===== src/rtl/axis_pkt_fifo.sv =====
// AXI-Stream FIFO with first-word fall-through output and registered handshakes.
// Define AXIS_PKT_FIFO_STORE_FWD_EN to hold output until a whole TLAST packet is stored.
module axis_pkt_fifo #(
  parameter  int DATA_WIDTH = 32,
  parameter  int DEPTH      = 16,
  localparam int CW         = $clog2(DEPTH) + 1
) (
  input  logic                    aclk,
  input  logic                    areset,
  input  logic [DATA_WIDTH-1:0]   s_axis_tdata,
  input  logic [DATA_WIDTH/8-1:0] s_axis_tstrb,
  input  logic                    s_axis_tlast,
  input  logic                    s_axis_tvalid,
  output logic                    s_axis_tready,
  output logic [DATA_WIDTH-1:0]   m_axis_tdata,
  output logic [DATA_WIDTH/8-1:0] m_axis_tstrb,
  output logic                    m_axis_tlast,
  output logic                    m_axis_tvalid,
  input  logic                    m_axis_tready,
  output logic [CW-1:0]           level,
  output logic [CW-1:0]           pkts
);
  localparam int AW = $clog2(DEPTH);
  localparam int SW = DATA_WIDTH / 8;
  localparam int EW = DATA_WIDTH + SW + 1;
  localparam logic [CW-1:0] FULL = CW'(DEPTH);

  logic [EW-1:0]  mem [DEPTH];
  logic [AW-1:0]  wr_ptr, rd_ptr;
  logic           wr, rd, pkt_in, pkt_out;
  logic [CW-1:0]  next_level, next_pkts;
  logic           next_valid;

  assign wr      = s_axis_tvalid && s_axis_tready && !areset;
  assign rd      = m_axis_tvalid && m_axis_tready;
  assign pkt_in  = wr && s_axis_tlast;
  assign pkt_out = rd && m_axis_tlast;

  assign {m_axis_tlast, m_axis_tstrb, m_axis_tdata} = mem[rd_ptr];

  always_comb begin
    next_level = level;
    next_pkts  = pkts;
    case ({wr, rd})
      2'b10:   next_level = level + CW'(1);
      2'b01:   next_level = level - CW'(1);
      default: next_level = level;
    endcase
    case ({pkt_in, pkt_out})
      2'b10:   next_pkts = pkts + CW'(1);
      2'b01:   next_pkts = pkts - CW'(1);
      default: next_pkts = pkts;
    endcase
  end

`ifdef AXIS_PKT_FIFO_STORE_FWD_EN
  // Oversize-release: a full buffer with no complete packet can only drain
  // as a stream, otherwise upstream and downstream deadlock.
  logic ovr, next_ovr;

  always_comb begin
    next_ovr   = (ovr && !pkt_out) || (next_level == FULL && next_pkts == '0);
    next_valid = next_ovr ? (next_level != '0) : (next_pkts != '0);
  end

  always_ff @(posedge aclk) begin
    if (areset) ovr <= 1'b0;
    else        ovr <= next_ovr;
  end
`else
  assign next_valid = (next_level != '0);
`endif

  always_ff @(posedge aclk) begin
    if (wr) mem[wr_ptr] <= {s_axis_tlast, s_axis_tstrb, s_axis_tdata};
  end

  always_ff @(posedge aclk) begin
    if (areset) begin
      wr_ptr        <= '0;
      rd_ptr        <= '0;
      level         <= '0;
      pkts          <= '0;
      m_axis_tvalid <= 1'b0;
      s_axis_tready <= 1'b0;
    end else begin
      if (wr) wr_ptr <= wr_ptr + AW'(1);
      if (rd) rd_ptr <= rd_ptr + AW'(1);
      level         <= next_level;
      pkts          <= next_pkts;
      m_axis_tvalid <= next_valid;
      s_axis_tready <= (next_level < FULL);
    end
  end
endmodule


===== config.mk =====
export PLATFORM = sky130hd
export DESIGN_NAME = axis_pkt_fifo
export DESIGN_NICKNAME = d
export VERILOG_FILES = /design/src/rtl/axis_pkt_fifo.sv
export SDC_FILE = /design/constraint.sdc
export NUM_CORES = 1
export LEC_CHECK = 0
export BUFFER_PORTS_ARGS = -buffer_cell sky130_fd_sc_hd__buf_2
export CELL_PAD_IN_SITES_DETAIL_PLACEMENT = 0
export CELL_PAD_IN_SITES_GLOBAL_PLACEMENT = 1
export CORE_ASPECT_RATIO = 0.9
export CORE_UTILIZATION = 55
export CTS_CLUSTER_DIAMETER = 150
export DETAILED_ROUTE_END_ITERATION = 7
export HOLD_SLACK_MARGIN = 0.1
export PLACE_DENSITY_LB_ADDON = 0.12
export SLEW_MARGIN = 25
export SYNTH_ARGS = -nofsm -noshare
export SYNTH_HDL_FRONTEND = slang
export SYNTH_SLANG_ARGS = --single-unit

===== constraint.sdc =====
create_clock -name aclk -period 6.5 [get_ports aclk]
set_input_delay 1.3 -clock aclk [delete_from_list [all_inputs] [get_ports aclk]]
set_output_delay 1.3 -clock aclk [all_outputs]
set_load 0.005 [all_outputs]

==> results.txt, run 1 <==
slew margin rel. -> 33.64%
setup ws final -> 1702 ps
violated checks -> DRC
Post-CTS Setup Bufs -> 0
Hold Vio Cnt, Final -> 0
Post-synth EDFFs -> 592
share of cells above drive strength 1 -> 32.52%
Worst-path clk slew -> 60 ps
synth unique cells -> 41
Pins Over Slew Limit -> 0
Mapped Area -> 0.02368 mm^2
total chip power -> 8.607 mW
Residual DRC -> 3
first-pass GRT wire length -> 69.96 mm
post-synthesis sequential area ratio -> 77.10%
wire length per cell -> 27.75 um
min Tclk post-route -> 4798 ps
number of synthesis warnings -> 0
WHS -> 489.3 ps
Slew @ Worst Pin -> 995.3 ps
Fin Setup TNS -> 0 ps
Sw Share -> 21.01%
TritonCTS clock tree -> done
Crit Path Max Fanout -> 46
Comb power frac -> 7.9%
Worst path slowest cell -> dfxtp_4
initial core utilization -> 56.24%
CP endpoint kind -> primary output
Min-Delay Path Class -> flip-flop to flip-flop
RSZ-0062 raised after global routing -> false
die width -> 220.7 um
antenna viol nets, final -> 0
total congestion overflow -> 0
Reg power frac -> 51.5%
PwrDens -> 321.4 mW/mm^2
Detailed Place HPWL -> 25.13 mm
Internal -> 6.799 mW
P_leak -> 8.420 nW
FP Rows -> 71
mean number of vias per cell -> 6.198
Max Buffers Root-to-Sink -> 3
worst path arrival time -> 3500 ps
Mapped Cells -> 976
NetSw -> 1.808 mW
gr usage total -> 22.56%
ANT cells -> 0
Final #Nets -> 1151
commonest non-fill, non-tap cell in the layout -> edfxtp_1
largest net degree at the start of global routing -> 86
cells along the critical path -> buf_4 > mux4_1 > mux4_2 > buf_2
Synth Flop Type -> edfxtp_1
Layout area overhead -> 13.08%
WP data required -> 5200 ps
Max stage delay on crit path -> 970 ps
commonest non-fill, non-tap cells in the layout -> edfxtp_1, mux4_2, buf_2
CTS resizes -> 0
die area -> 0.04389 mm^2
pre-CTS WS -> 2215 ps
TritonCTS Buffers -> 59
final setup fails -> 0
Mapped Nets -> 1029
root buf cell -> clkbuf_16
Yosys reg bits -> 616
Clock Skews -> 12.40 ps
clk_lat worst skew -> 600 ps
hold_buf cts -> 0
Final Cycle Share -> 73.82%
status -> complete, but fails checks
Crit path buffers/inverters -> 2
routability cong. -> 0.7326
via count -> 10499
TritonRoute pass-1 iters -> 7
startpoint types -> flip-flop
I/O pin total -> 90
average cell area after synthesis -> 24.26 um^2
TritonCTS sink count -> 616
Core Area -> 0.04211 mm^2
Top delay family on crit path -> multiplexers
critical path class -> flip-flop to primary output
Max Cap Viol -> 0
Initial DRC Count -> 981
routed wire length -> 47.00 mm
fraction of registers with async set/reset -> 0%
clock share of power -> 40.6%
die height -> 198.9 um
Peak Freq -> 208.4 MHz
htree depth -> 2
vias in the first global route -> 10678
initial antenna violation count -> 1
VDD IR-drop max -> 0.2953 mV
input/output buffers -> 89
logic make-up after synthesis:
group | Yosys count | synth area share [%]
AOI/OAI and AO/OA | 26 | 0.7503
adders and majority gates | 12 | 0.6657
DFF | 616 | 77.10
and+or+nand+nor | 65 | 1.247
buffers and inverters | 56 | 1.432
muxes | 188 | 18.32
xor gates and xnor gates | 13 | 0.4808
tightest hold or removal path: stages, from the launching register on:
cell	delay, ps
dfxtp_1	310
o21ai_0	70
a21oi_1	60
metrics by stage:
step,util [%],instances,cell area (um^2)
detailed placement,58.91,1584,24810
CTS,63.59,1694,26780
floorplan,-,976,23680
global route,63.59,1694,26780
finish,63.59,1694,26780
global placement,58.91,1584,24810
power by group through the flow:
stage / sequential [mW] / combinational, mW / clock [mW]
6_report: 4.43 / 0.681 / 3.49
4_1_cts: 4.44 / 0.694 / 3.56
3_3_place_gp: 4.52 / 0.689 / 0
2_1_floorplan: 4.47 / 0.541 / 0
3_5_place_dp: 4.52 / 0.692 / 0
5_1_grt: 4.44 / 0.735 / 3.71
final cells by class:
cell class / count / area [um^2]
clock buffers: 68 / 1510
clock inverters: 42 / 461.7
fillers: 2822 / 15330
inverters: 6 / 22.52
multi-input cells: 304 / 5194
flip-flops and latches: 616 / 18270
well taps: 547 / 684.4
repair buffers: 111 / 635.6
synthesized netlist by cell type (8+ instances only):
cell        n  area share [%]
nor2_1     33            0.52
mux4_2    147              14
buf_1       9            0.14
clkbuf_1   19            0.30
dfxtp_1    24             2.0
mux4_1     38             4.2
edfxtp_1  592              75
ha_1       11            0.58
nand2_1    12            0.19
a21oi_1    10            0.21
buf_6       9            0.43
xor2_1      8            0.30
path summary, 6_finish.rpt:
kind         startpoint               end  slack, ps  depth (start not counted)
min             pkts[4]           pkts[4]        490                          2
max           flip-flop  m_axis_tdata[13]       1700                          4
max reg2reg   flip-flop           pkts[4]       2430                         10
min reg2reg     pkts[4]           pkts[4]        490                          2
flip-flops by register name (all words and copies together) (netlist names), named ones only:
name	cells
s_axis_tready	1
rd_ptr	4
m_axis_tvalid	1
level	5
pkts	5
mem	592
wr_ptr	4
metal layers:
metal  vias to the layer above  wire length [um]  GRT usage (%)  share of wire [%]
li1                       4456                 -              -                  -
met1                      5629             21240          35.16                 45
met2                       346             21730          33.62                 46
met3                        66              3229          4.251                6.9
met4                         2               787          4.997                1.7
met5                         -                13              0              0.028
Note: power is estimated with default switching activity, not from simulation.
==> run 2: changes to the inputs <==
CORE_UTILIZATION = 50   (was 55)
clock period = 4.4 ns   (was 6.5 ns; I/O delays follow)
==> run 2 against run 1 <==
- the flow now finishes without violations
- clock power grew 37%
- die area up 9.9%
- critical path depth did not move
- global-route usage down 1.4 points
- register-to-register slack worse by 1400 ps
- clock skew shrank 3.3 ps
- wire length increased by 4.7%
- critical path type unchanged
- critical endpoint is now m_axis_tstrb[0]
- largest power group unchanged
- highest routed layer unchanged
==> results.txt, run 2 (synthesized netlist as in run 1, its figures left out) <==
Worst-path clk slew -> 60 ps
final std cells w/o fill -> 1774
Min-Delay Path Class -> flip-flop to flip-flop
final setup fails -> 0
TritonCTS clock tree -> done
status -> complete, no violations
Detailed Place HPWL -> 25.44 mm
Core Area -> 0.04664 mm^2
htree depth -> 2
Biggest register -> mem
I/O pin total -> 90
P_leak -> 8.392 nW
pre-CTS WS -> 797.7 ps
number of flip-flops in the largest register -> 592
via count -> 10559
Final Cycle Share -> 88.80%
VDD IR-drop max -> 0.3001 mV
input/output buffers -> 89
PwrDens -> 457.7 mW/mm^2
clk_lat worst skew -> 620 ps
die area -> 0.04824 mm^2
ANT cells -> 0
wire length per cell -> 27.74 um
RSZ-0062 raised after global routing -> false
die width -> 231.4 um
commonest non-fill, non-tap cell in the layout -> edfxtp_1
total congestion overflow -> 0
WP data required -> 3520 ps
Pins Over Slew Limit -> 0
cells along the critical path -> buf_4 > mux4_1 > mux4_2 > buf_2
vias in the first global route -> 11075
slew margin rel. -> 42.93%
root buf cell -> clkbuf_16
TritonCTS sink count -> 616
Max Cap Viol -> 0
min Tclk post-route -> 3907 ps
largest registers -> mem x592, level x5, pkts x5
Max Buffers Root-to-Sink -> 3
WHS -> 490.7 ps
critical path class -> flip-flop to primary output
antenna viol nets, final -> 0
hold_buf cts -> 0
Crit path buffers/inverters -> 2
FP Rows -> 75
Hold Vio Cnt, Final -> 0
Fin Setup TNS -> 0 ps
Post-CTS Setup Bufs -> 0
Cells after DPL -> 1670
Clock Skews -> 9.063 ps
TritonRoute pass-1 iters -> 4
startpoint types -> flip-flop
CP endpoint kind -> primary output
Peak Freq -> 255.9 MHz
die height -> 208.5 um
commonest non-fill, non-tap cells in the layout -> edfxtp_1, mux4_2, buf_2
total chip power -> 12.29 mW
first-pass GRT wire length -> 73.09 mm
CTS resizes -> 0
share of cells above drive strength 1 -> 32.04%
Top delay family on crit path -> multiplexers
largest net degree at the start of global routing -> 54
Slew @ Worst Pin -> 856.1 ps
Worst path slowest cell -> mux4_1
worst path arrival time -> 3030 ps
initial core utilization -> 50.77%
initial antenna violation count -> 4
Residual DRC -> 0
routed wire length -> 49.21 mm
Initial DRC Count -> 853
Crit Path Max Fanout -> 36
setup ws final -> 492.7 ps
Max stage delay on crit path -> 640 ps
Final #Nets -> 1168
gr usage total -> 21.17%
TritonCTS Buffers -> 59
final instance area -> 0.02686 mm^2
Placed Area -> 0.02508 mm^2
Layout area overhead -> 13.44%
mean number of vias per cell -> 5.952
Final Util -> 57.60%
routability cong. -> 0.7072
[run 2: final cells by class]
type,count,area (um^2)
clock buffer,80,1555
fill,3344,19780
inverter,6,22.52
sequential,616,18270
tap,616,770.7
multi-input combinational,304,5219
timing repair buffer,128,800.8
clock inverter,24,224.0
[run 2: power breakdown]
group          switching (mW)  leakage [nW]  internal (mW)
registers              0.0353          5.52           6.46
logic                   0.481          2.01          0.545
clock network            2.08         0.861           2.69
total                    2.59          8.39           9.70
[run 2: path summary, 6_finish.rpt]
path	startpoint	endpoint	slack, ps	depth (start not counted)
hold reg to reg	pkts[4]	pkts[4]	490	2
setup / recovery	flip-flop	m_axis_tstrb[0]	490	4
setup reg to reg	flip-flop	pkts[4]	1030	10
hold / removal	pkts[4]	pkts[4]	490	2
[run 2: metal layers]
layer	track usage [%]	routed length, um	share of wire (%)
met3	3.248	2285	4.6
met2	34.49	24680	50
met1	29.83	21100	43
met5	0	24	0.049
met4	6.280	1130	2.3
[run 2: worst reg2reg max path, delay by kind of cell (launching register included)]
| family | cells | cell delay [ps] |
|---|---|---|
| AO/OA/AOI/OAI | 3 | 500 |
| flip-flops | 1 | 440 |
| multiplexers | 2 | 1080 |
| adder cells (fa/ha/maj) | 2 | 700 |
| XOR/XNOR | 1 | 90 |
| AND/OR/NAND/NOR | 2 | 500 |
==> run 3: changes to the inputs <==
CORE_UTILIZATION = 52   (was 50)
CTS_BUF_LIST = sky130_fd_sc_hd__clkbuf_8   (was default)
==> run 3 against run 2 <==
- combinational power hardly changed
- clock skew up 7.1 ps
- sequential share of layout area rose by 0.15 points
- clock-buffer cell count grew 18
- global-route usage rose by 0.36 points
- wire length is 3.0% lower
- via count increased by 0.24%
- worst setup slack worse by 170 ps
- final cell count grew 2.3%
==> results.txt, run 3 (synthesized netlist as in run 1, its figures left out) <==
status -> complete, no violations
Cells after DPL -> 1644
Hold Vio Cnt, Final -> 0
I/O pin total -> 90
total congestion overflow -> 0
Final Util -> 60.13%
Post-CTS Setup Bufs -> 0
RSZ-0062 raised after global routing -> false
share of cells above drive strength 1 -> 33.72%
routed wire length -> 47.75 mm
WHS -> 486.3 ps
Residual DRC -> 0
Fin Setup TNS -> 0 ps
root buf cell -> clkbuf_8
worst path arrival time -> 3190 ps
initial antenna violation count -> 3
Layout area overhead -> 13.18%
Worst-path clk slew -> 60 ps
Biggest register -> mem
number of flip-flops in the largest register -> 592
Final #Nets -> 1196
FP Rows -> 73
Pins Over Slew Limit -> 0
critical path class -> flip-flop to primary output
TritonCTS sink count -> 616
Final Cycle Share -> 92.56%
Placed Area -> 0.02511 mm^2
via count -> 10584
final setup fails -> 0
TritonRoute pass-1 iters -> 4
Min-Delay Path Class -> flip-flop to flip-flop
largest net degree at the start of global routing -> 75
min Tclk post-route -> 4072 ps
clk_lat worst skew -> 670 ps
Max Buffers Root-to-Sink -> 3
final instance area -> 0.02680 mm^2
die height -> 204.4 um
htree depth -> 3
slew margin rel. -> 46.07%
startpoint types -> flip-flop
Clock Skews -> 16.15 ps
die width -> 226.9 um
first-pass GRT wire length -> 70.79 mm
wire length per cell -> 26.32 um
mean number of vias per cell -> 5.835
P_leak -> 8.457 nW
worst r2r path cells -> 10
hold_buf cts -> 0
TritonCTS clock tree -> done
input/output buffers -> 89
Hold Path Stages -> 2
Crit Path Max Fanout -> 65
setup ws final -> 327.5 ps
largest registers -> mem x592, level x5, pkts x5
pre-CTS WS -> 786.7 ps
commonest non-fill, non-tap cell in the layout -> edfxtp_1
Detailed Place HPWL -> 23.42 mm
total chip power -> 11.78 mW
commonest non-fill, non-tap cells in the layout -> edfxtp_1, mux4_2, clkbuf_8
initial core utilization -> 53.13%
PwrDens -> 439.4 mW/mm^2
fillers -> 3206
VDD IR-drop max -> 0.3019 mV
final std cells w/o fill -> 1814
vias in the first global route -> 10929
routability cong. -> 0.7058
CP endpoint kind -> primary output
WP data required -> 3520 ps
Peak Freq -> 245.6 MHz
Initial DRC Count -> 855
CTS resizes -> 0
antenna viol nets, final -> 0
die area -> 0.04640 mm^2
Slew @ Worst Pin -> 808.9 ps
Max Cap Viol -> 0
gr usage total -> 21.53%
TritonCTS Buffers -> 97
Core Area -> 0.04457 mm^2
-- run 3: worst max-delay path: stages (launching register included) --
cell and delay, ps:
dfxtp_4 650, buf_12 500, mux4_1 640, mux4_2 530, buf_2 150
-- run 3: power breakdown --
group          leakage (nW)  switching (mW)  internal [mW]
combinational          1.98           0.459          0.546
clock                 0.953            2.13           2.13
sequential             5.52          0.0532           6.46
total                  8.46            2.64           9.14
-- run 3: layout make-up --
type	count	area [um^2]	area share [%]
Clock inverter	71	337.8	1.260
Inverter	6	22.52	0.08403
Timing Repair Buffer	118	850.8	3.174
Sequential cell	616	18270	68.17
Multi-Input combinational cell	304	5219	19.47
Tap cell	600	750.7	2.801
Clock buffer	98	1349	5.032
Antenna cell	1	2.502	0.009337
-- run 3: metal layers --
metal / vias to the layer above / wire, um / global-route usage (%)
li1: 4570 / - / -
met1: 5617 / 20640 / 30.65
met2: 315 / 23670 / 34.32
met3: 80 / 2529 / 4.370
met4: 2 / 889 / 5.777
met5: - / 14 / 0
-- run 3: worst paths after layout --
check	start	end	slack [ps]
max	flip-flop	m_axis_tdata[5]	330
min	pkts[4]	pkts[4]	490
max reg2reg	flip-flop	pkts[4]	830
min reg2reg	pkts[4]	pkts[4]	490
